`config.mk`:
```
export PLATFORM = sky130hd
export DESIGN_NAME = hazard_ctrl
export DESIGN_NICKNAME = d
export VERILOG_FILES = /design/src/rtl/hazard_pkg.sv /design/src/rtl/hazard_match.sv /design/src/rtl/hazard_ctrl.sv
export SDC_FILE = /design/constraint.sdc
export NUM_CORES = 1
export LEC_CHECK = 0
export ABC_CLOCK_PERIOD_IN_PS = 4400
export CORE_ASPECT_RATIO = 0.8
export CORE_UTILIZATION = 48
export CTS_CLUSTER_SIZE = 10
export DETAILED_ROUTE_END_ITERATION = 16
export PLACE_DENSITY_LB_ADDON = 0.2
export SYNTH_ARGS = -nofsm -noshare
export SYNTH_HDL_FRONTEND = slang
export SYNTH_SLANG_ARGS = --single-unit
export TNS_END_PERCENT = 10
```
`constraint.sdc`:
```
create_clock -name clk -period 4.4 [get_ports clk]
set_input_delay 0.88 -clock clk [delete_from_list [all_inputs] [get_ports clk]]
set_output_delay 0.88 -clock clk [all_outputs]
set_load 0.1 [all_outputs]
```
`src/rtl/hazard_pkg.sv`:
```
// Shared types and helpers for the pipeline hazard scheduler.
// Forward-select codes, stage shadow layout, Tnew ageing.
package hazard_pkg;

  localparam logic [1:0] FWD_RF = 2'd0;
  localparam logic [1:0] FWD_W  = 2'd1;
  localparam logic [1:0] FWD_M  = 2'd2;

  typedef struct packed {
    logic [4:0] rs;
    logic [4:0] rt;
    logic [4:0] a3;
    logic [1:0] tnew;
    logic       tuse_rt2;
  } shadow_t;

  function automatic logic [1:0] tnew_dec(
    input logic [1:0] t
  );
    return (t == 2'd0) ? 2'd0 : t - 2'd1;
  endfunction

  // Operand needed before the producer has its result.
  function automatic logic need_stall(
    input logic       hit,
    input logic       rdy,
    input logic [1:0] tnew,
    input logic       t0,
    input logic       t1,
    input logic       t2
  );
    return hit && !rdy &&
      (t0 || (t1 && tnew > 2'd1) ||
       (t2 && tnew > 2'd2));
  endfunction

  // Nearest stage wins; an unready M match blocks W.
  function automatic logic [1:0] fwd_sel(
    input logic m_hit,
    input logic m_rdy,
    input logic w_hit,
    input logic w_rdy
  );
    if (m_hit)
      return m_rdy ? FWD_M : FWD_RF;
    if (w_hit && w_rdy)
      return FWD_W;
    return FWD_RF;
  endfunction

endpackage

```
`src/rtl/hazard_match.sv`:
```
// Compare one source register against one stage shadow.
// match ignores $0; ready means the stage result exists.
module hazard_match
  import hazard_pkg::*;
(
  input  logic [4:0] src,
  input  logic [4:0] a3,
  input  logic [1:0] tnew,
  output logic       match,
  output logic       ready
);

  assign match = (src == a3) && (a3 != 5'd0);
  assign ready = (tnew == 2'd0);

endmodule

```
`src/rtl/hazard_ctrl.sv`:
```
// Five-stage MIPS hazard scheduler: stall, bubble and
// forwarding selects from shadow E/M/W destination info.
module hazard_ctrl
  import hazard_pkg::*;
#(
  parameter int CNT_W = 16
) (
  input  logic             clk,
  input  logic             rst_n,
  input  logic [4:0]       d_rs,
  input  logic [4:0]       d_rt,
  input  logic             d_tuse_rs0,
  input  logic             d_tuse_rs1,
  input  logic             d_tuse_rt0,
  input  logic             d_tuse_rt1,
  input  logic             d_tuse_rt2,
  input  logic             d_regwrite,
  input  logic [4:0]       d_a3,
  input  logic [1:0]       d_tnew,
  output logic             stall,
  output logic [1:0]       fwd_d_rs,
  output logic [1:0]       fwd_d_rt,
  output logic [1:0]       fwd_e_rs,
  output logic [1:0]       fwd_e_rt,
  output logic             fwd_m_rt,
  output logic [CNT_W-1:0] stall_cnt
);

  shadow_t    e_q;
  shadow_t    e_d;
  logic [4:0] m_rt;
  logic [4:0] m_a3;
  logic [1:0] m_tnew;
  logic       m_rt2;
  logic [4:0] w_a3;

  logic drs_e_hit, drs_e_rdy;
  logic drs_m_hit, drs_m_rdy;
  logic drs_w_hit, drs_w_rdy;
  logic drt_e_hit, drt_e_rdy;
  logic drt_m_hit, drt_m_rdy;
  logic drt_w_hit, drt_w_rdy;
  logic ers_m_hit, ers_m_rdy;
  logic ers_w_hit, ers_w_rdy;
  logic ert_m_hit, ert_m_rdy;
  logic ert_w_hit, ert_w_rdy;
  logic mrt_w_hit, mrt_w_rdy;

  logic stall_rs;
  logic stall_rt;

  hazard_match u_drs_e (
    .src(d_rs), .a3(e_q.a3), .tnew(e_q.tnew),
    .match(drs_e_hit), .ready(drs_e_rdy)
  );
  hazard_match u_drs_m (
    .src(d_rs), .a3(m_a3), .tnew(m_tnew),
    .match(drs_m_hit), .ready(drs_m_rdy)
  );
  hazard_match u_drs_w (
    .src(d_rs), .a3(w_a3), .tnew(2'd0),
    .match(drs_w_hit), .ready(drs_w_rdy)
  );
  hazard_match u_drt_e (
    .src(d_rt), .a3(e_q.a3), .tnew(e_q.tnew),
    .match(drt_e_hit), .ready(drt_e_rdy)
  );
  hazard_match u_drt_m (
    .src(d_rt), .a3(m_a3), .tnew(m_tnew),
    .match(drt_m_hit), .ready(drt_m_rdy)
  );
  hazard_match u_drt_w (
    .src(d_rt), .a3(w_a3), .tnew(2'd0),
    .match(drt_w_hit), .ready(drt_w_rdy)
  );
  hazard_match u_ers_m (
    .src(e_q.rs), .a3(m_a3), .tnew(m_tnew),
    .match(ers_m_hit), .ready(ers_m_rdy)
  );
  hazard_match u_ers_w (
    .src(e_q.rs), .a3(w_a3), .tnew(2'd0),
    .match(ers_w_hit), .ready(ers_w_rdy)
  );
  hazard_match u_ert_m (
    .src(e_q.rt), .a3(m_a3), .tnew(m_tnew),
    .match(ert_m_hit), .ready(ert_m_rdy)
  );
  hazard_match u_ert_w (
    .src(e_q.rt), .a3(w_a3), .tnew(2'd0),
    .match(ert_w_hit), .ready(ert_w_rdy)
  );
  hazard_match u_mrt_w (
    .src(m_rt), .a3(w_a3), .tnew(2'd0),
    .match(mrt_w_hit), .ready(mrt_w_rdy)
  );

  always_comb begin
    stall_rs =
      need_stall(drs_e_hit, drs_e_rdy, e_q.tnew,
                 d_tuse_rs0, d_tuse_rs1, 1'b0) |
      need_stall(drs_m_hit, drs_m_rdy, m_tnew,
                 d_tuse_rs0, d_tuse_rs1, 1'b0);
    stall_rt =
      need_stall(drt_e_hit, drt_e_rdy, e_q.tnew,
                 d_tuse_rt0, d_tuse_rt1, d_tuse_rt2) |
      need_stall(drt_m_hit, drt_m_rdy, m_tnew,
                 d_tuse_rt0, d_tuse_rt1, d_tuse_rt2);
    stall = stall_rs | stall_rt;
  end

  always_comb begin
    fwd_d_rs = fwd_sel(drs_m_hit, drs_m_rdy,
                       drs_w_hit, drs_w_rdy);
    fwd_d_rt = fwd_sel(drt_m_hit, drt_m_rdy,
                       drt_w_hit, drt_w_rdy);
    fwd_e_rs = fwd_sel(ers_m_hit, ers_m_rdy,
                       ers_w_hit, ers_w_rdy);
    fwd_e_rt = fwd_sel(ert_m_hit, ert_m_rdy,
                       ert_w_hit, ert_w_rdy);
    fwd_m_rt = m_rt2 && mrt_w_hit && mrt_w_rdy;
  end

  // Non-writers are folded to a3=0 so they never match.
  always_comb begin
    e_d = '0;
    if (!stall) begin
      e_d.rs       = d_rs;
      e_d.rt       = d_rt;
      e_d.a3       = d_regwrite ? d_a3 : 5'd0;
      e_d.tnew     = d_regwrite ? d_tnew : 2'd0;
      e_d.tuse_rt2 = d_tuse_rt2;
    end
  end

  always_ff @(posedge clk or negedge rst_n) begin
    if (!rst_n) begin
      e_q    <= '0;
      m_rt   <= '0;
      m_a3   <= '0;
      m_tnew <= '0;
      m_rt2  <= 1'b0;
      w_a3   <= '0;
    end else begin
      e_q    <= e_d;
      m_rt   <= e_q.rt;
      m_a3   <= e_q.a3;
      m_tnew <= tnew_dec(e_q.tnew);
      m_rt2  <= e_q.tuse_rt2;
      w_a3   <= m_a3;
    end
  end

  always_ff @(posedge clk or negedge rst_n) begin
    if (!rst_n)
      stall_cnt <= '0;
    else if (stall && !(&stall_cnt))
      stall_cnt <= stall_cnt + CNT_W'(1);
  end

endmodule

```
==> results of run 1 <==
[power by group]
group | internal (W) | leakage, nW | total, W | switching, W
sequential | 0.000509 | 0.660 | 0.000554 | 0.0000453
clock | 0.000169 | 0.0552 | 0.000314 | 0.000145
combinational | 0.0000986 | 0.731 | 0.000285 | 0.000186
[logic make-up (layout without fill, tap and decap cells)]
kind of cell | after synthesis | count (layout)
buffers and inverters | 16 | 63
xor gates and xnor gates | 67 | 67
DFF | 52 | 52
and+or+nand+nor | 87 | 87
AOI/OAI and AO/OA | 13 | 13
adders and majority gates | 1 | 1
muxes | 3 | 3
[sequential cells by signal, indices dropped and copies added, names as in the netlist]
signal / cells
m_a3: 5
m_tnew: 2
w_a3: 5
m_rt2: 1
e_q: 18
m_rt: 5
stall_cnt: 16
[through the flow]
stage / cells / TNS [ns] / hold WS, ns
2_1_floorplan: 239 / -1.368 / 0.3312
3_3_place_gp: 340 / 0 / 0.3698
3_5_place_dp: 340 / 0 / 0.3806
4_1_cts: 348 / 0 / 0.3968
5_1_grt: 348 / 0 / 0.4144
6_report: 348 / 0 / 0.3950
[cell type report]
class | instances | area (um2) | share of cell area
clock buffers | 6 | 72.57 | 0.02215
repair buffers | 52 | 505.5 | 0.1543
multi-input cells | 171 | 1272 | 0.3885
well taps | 62 | 77.57 | 0.02368
inverters | 3 | 11.26 | 0.003438
flip-flops and latches | 52 | 1301 | 0.3973
clock inverters | 2 | 35.03 | 0.01070
[worst max-delay path: cells and delay by family]
family	cells	cell delay, ns
buf+inv	3	1.00
compound gates	2	0.76
xor+xnor	1	0.18
simple gates	2	0.21
[per-layer routing]
layer / share of wire / track usage
met3: 0.039 / 0.05357
met1: 0.50 / 0.3024
met4: 0.0092 / 0.04873
met5: 0 / 0
met2: 0.45 / 0.3387
[worst max-delay path by stage]
stage,slack [ns],depth (start not counted),end,startpoint
5_1_grt,0.31,8,stall,d_rt[4]
3_5_place_dp,0.46,8,stall,d_rt[4]
2_1_floorplan,-0.74,5,fwd_e_rt[0],m_a3[1]
3_3_place_gp,0.56,8,stall,d_rt[4]
6_report,0.46,8,stall,d_rt[4]
4_1_cts,0.45,8,stall,d_rt[4]
[synthesized netlist by cell type]
master,instances,share of area
a211oi_1,1,0.0028
a21o_1,1,0.0028
a21oi_1,6,0.011
a21oi_4,1,0.0061
and2_1,12,0.028
and3_1,8,0.019
buf_2,2,0.0038
buf_4,2,0.0057
buf_6,2,0.0085
clkbuf_1,6,0.0085
clkbuf_2,1,0.0019
dfrtp_1,52,0.49
ha_1,1,0.0047
inv_1,3,0.0042
mux2_2,3,0.013
nand2_1,7,0.0099
nand2b_1,2,0.0047
nand3_1,11,0.021
nand4_1,4,0.0094
nand4b_2,1,0.0057
nor2_1,5,0.0071
nor2_4,1,0.0042
nor2b_1,2,0.0047
nor2b_2,1,0.0033
nor3_1,9,0.017
nor3b_1,1,0.0028
nor4_1,13,0.031
nor4_2,1,0.0047
nor4b_1,3,0.0099
o2111a_1,2,0.0085
o22ai_1,1,0.0024
o22ai_2,1,0.0047
or2_2,1,0.0024
or4_1,4,0.011
or4_4,1,0.0042
xnor2_1,26,0.086
xor2_1,41,0.14
==> impl_metrics.csv, run 1 <==
group,metric,value,unit
sta,setup_viol,0,
sta,hold_violations,0,
die,num_rows,23,
global_routing,antenna_found_initial,0,
die,io_pins,51,
clocking,hold_buffers,0,
pwr,fin_total_pwr,0.001153,W
yosys,yosys.area_share.adder,0.004715,
sta,slew_headroom,0.3396,
setup_path,path_cells,"clkdlybuf4s50_1 -> xor2_1 -> nor3_1 -> nand3_1 -> o22ai_2 -> a21oi_4 -> inv_1 -> buf_12",
pwr,p_leak,1.447,nW
routing,vias_per_cell,5.399,
yosys,yosys.cell_types.count,37,
routing,drc,0,
global_routing,overflow,0,
final_layout,syn_to_final_growth,23.43,%
yosys,yosys.area_share.simple,0.1999,
clocking,cts.path.max_buffers,2,
flow_run,maxCapViolations,0,
setup_path,reg2reg_depth,6,
clocking,cts_setup_buffers,0,
setup_path,cp_max_fo,35,
clocking,root_buffer,"clkbuf_8",
yosys,synthMuxAreaShare,0.01273,
routing,vias,1879,
yosys,synth-seq-cells,52,
sta,worst_pin_slew,0.9874,ns
sta,slew_viol_final,0,
placed_design,post-dp-hpwl,4070,um
final_layout,drive_above_1_share,0.1014,
setup_path,crit_type,"in2out",
sta,final.min_clock_period,3.938,ns
final_layout,stdcell_area,3276,um2
yosys,yosysWarnings,0,
clocking,cts_tree,"done",
placed_design,dp_slack,0.4558,ns
routing,drtIter0Drc,113,
die,start_util,0.5152,
die,fp.dieW,85.13,um
global_routing,grt_usage,0.2145,
yosys,synth_cells,239,
final_layout,final_common_cell,"dfrtp_1",
setup_path,worst_path_largest_cell_delay,0.64,ns
placed_design,port_buffers,50,
setup_path,worstSetupStartpointType,"input port",
global_routing,grt_max_degree,53,
sta,timing.fmax,253.9,MHz
sta,clock_skew,0.009310,ns
clocking,cts.reportedPaths.clkPinSlew,0.09,ns
global_routing,grt_pass1_vias,1867,
setup_path,r2r-start,"m_a3[1]",
routing,wire_per_inst,15.97,um
yosys,synth-compound-area-share,0.03866,
routing,first_pass_iters,4,
min_path,min_to,"m_rt2",
sta,rsz0062_at_grt,"no",
die,die_y,68.51,um
yosys,synth-xor-area-share,0.2211,
yosys,syn-num-nets,265,
yosys,postSynthAreaPerCell,11.10,um2
clocking,cts_made_buffers,5,
pwr,peakVddDrop,325.4,uV
final_layout,diodes,0,
final_layout,fill_cells,425,
sta,setup_ws,0.4620,ns
die,coreArea,5151,um2
die,die_area,5832,um2
setup_path,critical_path_arrival,3.06,ns
final_layout,final_cell_mix,"dfrtp_1, clkdlybuf4s50_1, xor2_1",
yosys,synth_sequential_area_ratio,0.4903,
clocking,ctsResizeCount,0,
min_path,worstHoldPathType,"reg2reg",
yosys,synth_top_family_by_area,"XOR/XNOR gates",
min_path,min_path_cells,0,
yosys,syn_area,2654,um2
sta,period_share,0.8950,
final_layout,finish.utilization,0.6359,
global_routing,grt_pass1_wl,9301,um
placed_design,postPlaceCellArea,3168,um2
setup_path,r2r_slack,1.75,ns
placed_design,globalplace.congestion,0.8098,
min_path,min_from,"e_q[0]",
setup_path,worst_setup_path_end_kind,"output port",
clocking,clock-sinks,52,
final_layout,fin_nets,311,
setup_path,critical_path_required,3.52,ns
outcome,status,"finished, final reports clean",
clocking,clk_latency,0.30,ns
routing,routed_wl,5558,um
clocking,htree_levels,2,
setup_path,reg2reg_to,"stall_cnt[1]",
routing,drtAntennaViolNets,0,
pwr,p_per_area,351.9,nW/um2
setup_path,cp_slowest_cell,"a21oi_4",
Power figures use the tool's default switching activity.
==> inputs of run 2 (changes only) <==
--- a/config.mk
+++ b/config.mk
@@ -7,10 +7,10 @@
 export LEC_CHECK = 0
 export ABC_CLOCK_PERIOD_IN_PS = 4400
 export CORE_ASPECT_RATIO = 0.8
-export CORE_UTILIZATION = 48
+export CORE_UTILIZATION = 56
 export CTS_CLUSTER_SIZE = 10
 export DETAILED_ROUTE_END_ITERATION = 16
-export PLACE_DENSITY_LB_ADDON = 0.2
+export PLACE_DENSITY = 0.85
 export SYNTH_ARGS = -nofsm -noshare
 export SYNTH_HDL_FRONTEND = slang
 export SYNTH_SLANG_ARGS = --single-unit
==> run 2 against run 1 <==
  * Maximum frequency increased by 0.50%
  * First-iteration DRC count decreased by 13%
  * Largest cell class unchanged
  * Largest power group unchanged
  * Setup slack improved by 0.020 ns
  * Non-clock buffer count decreased by 1
  * Wire length decreased by 0.72%
==> impl_metrics.csv, run 2 (synthesized netlist as in run 1, its figures left out) <==
group,metric,value,unit
final_layout,final_common_cell,"dfrtp_1",
clocking,cts_made_buffers,5,
routing,wire_per_inst,15.99,um
min_path,worstHoldPathType,"reg2reg",
sta,timing.fmax,255.2,MHz
final_layout,syn_to_final_growth,23.06,%
outcome,status,"finished, final reports clean",
setup_path,cp_slowest_cell,"a21oi_4",
final_layout,largest_reg_flops,18,
clocking,cts_tree,"done",
die,fp.dieW,78.97,um
clocking,cts_setup_buffers,0,
routing,drtIter0Drc,98,
die,io_pins,51,
routing,drtAntennaViolNets,0,
global_routing,grt_pass1_wl,9397,um
sta,final.min_clock_period,3.918,ns
global_routing,antenna_found_initial,0,
global_routing,grt_pass1_vias,1939,
clocking,cts.reportedPaths.clkPinSlew,0.09,ns
pwr,p_per_area,353.6,nW/um2
routing,first_pass_iters,4,
clocking,htree_levels,2,
clocking,root_buffer,"clkbuf_8",
pwr,peakVddDrop,373.3,uV
final_layout,regMostFlops,"e_q",
final_layout,final_cell_mix,"dfrtp_1, clkdlybuf4s50_1, xor2_1",
sta,rsz0062_at_grt,"no",
routing,vias_per_cell,5.435,
clocking,clock-sinks,52,
pwr,p_leak,1.441,nW
final_layout,top_regs,"e_q (18), stall_cnt (16)",
sta,slew_headroom,0.2606,
setup_path,r2r-start,"m_a3[1]",
routing,vias,1875,
routing,routed_wl,5518,um
sta,slew_viol_final,0,
setup_path,worst_path_largest_cell_delay,0.64,ns
clocking,hold_buffers,0,
clocking,cts.path.max_buffers,2,
setup_path,setup.worst_path.start,"d_rt[4]",
sta,holdWs,0.4212,ns
setup_path,worst_setup_path_end_kind,"output port",
min_path,min_from,"e_q[0]",
setup_path,cp_max_fo,35,
flow_run,maxCapViolations,0,
setup_path,path_cells,"clkdlybuf4s50_1 -> xor2_1 -> nor3_1 -> nand3_1 -> o22ai_2 -> a21oi_4 -> inv_1 -> buf_12",
clocking,clk_latency,0.30,ns
setup_path,critical_path_required,3.52,ns
final_layout,drive_above_1_share,0.09825,
final_layout,finish.utilization,0.7147,
sta,clock_skew,0.002984,ns
global_routing,grt_max_degree,53,
final_layout,fin_nets,310,
die,die_y,63.57,um
sta,hold_violations,0,
die,num_rows,22,
setup_path,critical_path_arrival,3.04,ns
die,coreArea,4569,um2
setup_path,worstSetupStartpointType,"input port",
clocking,ctsResizeCount,0,
sta,period_share,0.8905,
placed_design,post-dp-hpwl,4124,um
final_layout,diodes,0,
die,die_area,5020,um2
placed_design,port_buffers,50,
setup_path,crit_type,"in2out",
sta,worst_pin_slew,1.099,ns
sta,setup_viol,0,
die,start_util,0.5808,
global_routing,overflow,0,
global_routing,grt_usage,0.2462,
routing,drc,0,
placed_design,globalplace.congestion,0.9064,
[run 2: changes by cell type in the layout (fill, tap and decap cells not counted), sizes merged]
| cell | delta |
|---|---|
| buf | -1 |
[run 2: report_power, final]
part	total, W	leakage, nW	switching [W]	internal [W]
logic	0.000285	0.726	0.000186	0.0000989
registers	0.000554	0.660	0.0000448	0.000509
clock network	0.000316	0.0552	0.000147	0.000169
total	0.00115	1.44	0.000378	0.000777
[run 2: worst paths after layout]
path,to,slack [ns],cells past startpoint
max,stall,0.48,8
min in group asynchronous,stall_cnt[14],0.68,2
min reg2reg,m_rt2,0.42,0
max reg2reg,stall_cnt[1],1.78,6
max in group asynchronous,w_a3[0],3.31,2
min,m_rt2,0.42,0
[run 2: routing by layer]
metal  vias up  routed length [um]  share of wire  GRT usage
met2        45                2585           0.47     0.3836
li1        909                   -              -          -
met3        12                 223          0.040    0.03913
met4         0                 113          0.020    0.09318
met1       909                2595           0.47     0.3460
met5         -                   0              0          0
[run 2: worst max-delay path, delay by kind of cell]
family | cells | cell delay (ns)
XOR/XNOR | 1 | 0.17
buffers and inverters | 3 | 0.98
AND/OR/NAND/NOR | 2 | 0.22
AO/OA/AOI/OAI | 2 | 0.77
[run 2: area by class of cell]
type | count | area (um2)
Sequential cell | 52 | 1301
Inverter | 3 | 11.26
Fill cell | 354 | 1304
Clock buffer | 6 | 72.57
Timing Repair Buffer | 51 | 498.0
Tap cell | 60 | 75.07
Clock inverter | 2 | 35.03
Multi-Input combinational cell | 171 | 1272
[run 2: metrics by stage]
stage                power, W  area (um2)  setup TNS (ns)  instances  worst slack [ns]
floorplan           0.0007579        2660          -1.368        239           -0.7402
global placement    0.0008442        3158               0        337            0.5511
detailed placement  0.0008498        3158               0        337            0.4757
CTS                  0.001161        3266               0        345            0.4718
global route         0.001199        3266               0        345            0.3188
finish               0.001155        3266               0        345            0.4817
==> inputs of run 3 (changes only) <==
--- a/config.mk
+++ b/config.mk
@@ -6,6 +6,7 @@
 export NUM_CORES = 1
 export LEC_CHECK = 0
 export ABC_CLOCK_PERIOD_IN_PS = 4400
+export CAP_MARGIN = 20
 export CORE_ASPECT_RATIO = 0.8
 export CORE_UTILIZATION = 56
 export CTS_CLUSTER_SIZE = 10
==> results of run 3 <==
Final layout, timing and power as in run 2 (identical DEF).
==> variant 1, RTL diff (settings of run 1) <==
Set the parameter `CNT_W` to 18 (it was 16).
--- a/src/rtl/hazard_ctrl.sv
+++ b/src/rtl/hazard_ctrl.sv
@@ -5,3 +5,3 @@
 #(
-  parameter int CNT_W = 16
+  parameter int CNT_W = 18
 ) (
Interface: changed (resized stall_cnt); port bits go from 51 to 53. The function was not compared with the original's and may differ.
==> variant 1 against run 1 <==
- maximum frequency fell by 3.8%
- wire length rose by 6.6%
- register-to-register slack got worse by 90 ps
- sequential share of layout area fell by 0.15 points
- setup slack got worse by 160 ps
- final area rose by 4.2%
- power fell by 1.3%
- count of clock-buffer cells in the layout did not move
- sequential cell count rose by 2
- non-clock buffer count rose by 1
- die area rose by 5.1%
- synthesized area rose by 5.3%
- highest routed layer unchanged
==> variant 1: results <==
status:
  outcome: "complete, no violations"
placed_design:
  io_buffer_count: 52
  hpwl_mm: 4.210
  place_inst: 367
  place.gp.congestion: 0.8846
  place_ws_ps: 324.4
  place_area_um2: 3319
layout:
  layout-drive-gt1-share_pct: 12.12
  largestRegisters: "e_q: 18 flops, stall_cnt: 18 flops"
  nets: 322
  n_antenna_cell: 0
clock_network:
  post_cts_buffers: 0
  cts_root_buf: "clkbuf_8"
  numCtsBuffers: 5
  clockBufferDepth: 2
  htree_levels: 2
  clk_latency_ps: 310
logic_synthesis:
  synth-xor-area-share_pct: 22.26
  synthFlopType: "dfrtp_1"
  syn_area_per_cell_um2: 11.13
  synth_nets: 277
  yosysSeqAreaShare_pct: 48.37
  synth-compound-area-share_pct: 4.030
  synth_common_cells: "dfrtp_1, xor2_1, xnor2_1"
  synth.area.mux_share_pct: 0.5374
  synthAdderAreaFrac_pct: 0.4478
  ys_top_cells_by_area: "dfrtp_1, xor2_1, xnor2_1, nor4_1, and2_1"
  synth_warnings: 0
  synth_cell_type_count: 36
timing:
  tightest_slew_ps: 978.1
  clock_skew_ps: 10.58
power:
  peakVddDrop_uv: 369.5
  static-leakage-power_nw: 1.497
setup_path:
  max_stage_delay_ps: 770
  crit_arrival_ps: 3220
  critPathMaxFanout: 37
  slowest_stage: "a21oi_4"
routing:
  via_per_inst: 5.291
  totalWireLength_mm: 5.924
  drt_iter0_markers: 192
  vias: 1984
global_routing:
  antenna_found_initial: 0
  grt_pass1_wl_mm: 9.832
  grt_usage_pct: 21.13
  grt_max_degree: 55
  grt_pass1_vias: 1920
worst_hold_path:
  hold_class: "reg -> reg"
[variant 1: cell count changes after synthesis, moves of 3 or more]
cell | before | now
nor4_1 | 13 | 16
mux2_2 | 3 | 0
nor3_1 | 9 | 4
nor4b_1 | 3 | 0
nor3_2 | 0 | 8
xor2_1 | 41 | 47
[variant 1: path summary, 6_finish.rpt]
| path | start | to | slack [ps] | cells past startpoint |
|---|---|---|---|---|
| worst min register to register | e_q[0] | m_rt2 | 350 | 0 |
| worst max register to register | m_a3[1] | stall_cnt[1] | 1660 | 6 |
| max in group asynchronous | rst_n | m_a3[3] | 3250 | 2 |
| min in group asynchronous | rst_n | stall_cnt[17] | 690 | 2 |
| worst max-delay path | d_rt[1] | stall | 300 | 8 |
| worst min-delay path | e_q[0] | m_rt2 | 350 | 0 |
[variant 1: area by class of cell]
cell class / instances / area, um^2
sequential: 54 / 1351
clock buffer: 6 / 82.58
multi-input combinational: 179 / 1346
clock inverter: 2 / 12.51
tap: 78 / 97.59
timing repair buffer: 53 / 513.0
fill: 491 / 2111
inverter: 3 / 11.26
[variant 1: routing by layer]
metal	GRT usage [%]	routed length, um
met5	0	0
met4	5.464	47
met3	4.374	364
met2	29.17	2628
met1	33.46	2883
[variant 1: kinds of logic after synthesis]
group | count (synthesis)
AOI/OAI and AO/OA | 14
xor gates and xnor gates | 71
adders and majority gates | 1
buffers and inverters | 18
DFF | 54
muxes | 1
and+or+nand+nor | 92
[variant 1: worst max-delay path: cells and delay by family]
kind	cells	cell delay (ps)
buffers and inverters	3	1010
AND/OR/NAND/NOR	2	220
AO/OA/AOI/OAI	2	900
XOR/XNOR	1	200
[variant 1: power breakdown]
part	total, mW	leakage, nW	switching [mW]	internal [mW]
logic	0.277	0.767	0.179	0.0983
registers	0.573	0.682	0.0458	0.527
clock network	0.287	0.0472	0.160	0.127
==> variant 2, RTL diff (flow settings as in run 1) <==
Without the edit above. Put one more register stage on the output `stall_cnt`. The value now appears one clock later. The other outputs are not delayed to match.
--- a/src/rtl/hazard_ctrl.sv
+++ b/src/rtl/hazard_ctrl.sv
@@ -27,2 +27,4 @@
 );
+
+  logic [CNT_W-1:0] stall_cnt_s0;
 
@@ -154,5 +156,9 @@
     if (!rst_n)
-      stall_cnt <= '0;
-    else if (stall && !(&stall_cnt))
-      stall_cnt <= stall_cnt + CNT_W'(1);
+      stall_cnt_s0 <= '0;
+    else if (stall && !(&stall_cnt_s0))
+      stall_cnt_s0 <= stall_cnt_s0 + CNT_W'(1);
+  end
+
+  always_ff @(posedge clk) begin
+    stall_cnt <= stall_cnt_s0;
   end
Function: changed (a bounded check fails within 4 cycles, from zero or initial values and one cycle with rst_n low).
==> variant 2 against run 1 <==
- sequential share of layout area up 3.3 points
- sequential cell count up 16
- hold slack worse by 44 ps
- final area up 15%
- synthesized area up 14%
- combinational power is 6% lower
- setup slack gained 27 ps
- wire length increased by 7.1%
- register-to-register slack got worse by 30 ps
- power up 36%
- maximum frequency is 0.70% higher
- largest cell class unchanged
==> variant 2: results <==
routing:
  wl_per_cell_um: 15.19
timing:
  clock_skew_ps: 9.629
  fin_crit_sh_pct: 88.88
  tightest_slew_ps: 991.3
status:
  outcome: "complete, no violations"
setup_path:
  critPathMaxFanout: 34
  r2r-end: "stall_cnt_s0[1]"
  r2r_slack_ps: 1720
  critPathLaunch: "d_rt[0]"
  crit_arrival_ps: 3030
logic_synthesis:
  synth-xor-area-share_pct: 20.03
  synth-compound-area-share_pct: 3.235
  synthAdderAreaFrac_pct: 0.4148
  syn_area_per_cell_um2: 11.74
  synth_cell_type_count: 39
  synth.area.mux_share_pct: 0.8710
  yosysSeqAreaShare_pct: 53.75
  synth_nets: 283
  ys_top_cells_by_area: "dfrtp_1, xor2_1, dfxtp_1, xnor2_1, and2_1"
clock_network:
  clk_latency_ps: 340
  numCtsBuffers: 9
  clk_pin_slew_ps: 70
  htree_levels: 3
global_routing:
  grt_usage_pct: 20.07
  grt_max_degree: 41
power:
  static-leakage-power_nw: 1.647
placed_design:
  hpwl_mm: 4.202
  place.gp.congestion: 0.8951
layout:
  n_fill_cell: 487
-- variant 2: logic make-up (layout without fill, tap and decap cells) --
logic type,count (synthesis),after routing
compound gates,12,12
buf+inv,15,69
flops,68,68
mux,2,2
xor+xnor,69,69
simple gates,90,90
fa+ha+maj,1,1
-- variant 2: report_power, final --
| part | internal [mW] | switching (mW) | total (mW) |
|---|---|---|---|
| clock | 0.352 | 0.233 | 0.585 |
| sequential | 0.664 | 0.0484 | 0.713 |
| combinational | 0.0998 | 0.168 | 0.268 |
| total | 1.12 | 0.449 | 1.57 |
-- variant 2: area by class of cell --
cell class	instances	area, um^2	area share (%)
sequential	68	1622	43.03
multi-input combinational	174	1311	34.79
timing repair buffer	51	493.0	13.08
clock buffer	11	151.4	4.017
tap	81	101.3	2.689
clock inverter	5	82.58	2.191
inverter	2	7.507	0.1992
-- variant 2: worst min-delay path by stage --
stage | slack [ps] | end | cells after the start | from
after floorplan | 330 | m_rt2 | 0 | e_q[0]
after global placement | 330 | m_rt2 | 0 | e_q[0]
after detailed placement | 330 | m_rt2 | 0 | e_q[0]
after CTS | 350 | m_rt2 | 0 | e_q[0]
after global routing | 370 | m_rt2 | 0 | e_q[0]
final | 350 | m_rt2 | 0 | e_q[0]
-- variant 2: worst max-delay path, stage by stage --
cell and delay (ps):
clkdlybuf4s50_1 610, xor2_1 170, nor3_1 60, nand3_1 140
o22ai_2 120, a21oi_4 650, inv_1 180, buf_12 220
-- variant 2: routing by layer --
layer | global-route usage (%) | share of wire, %
met5 | 0 | 0
met4 | 5.914 | 1.2
met3 | 6.354 | 4.9
met2 | 30.64 | 45
met1 | 27.62 | 48
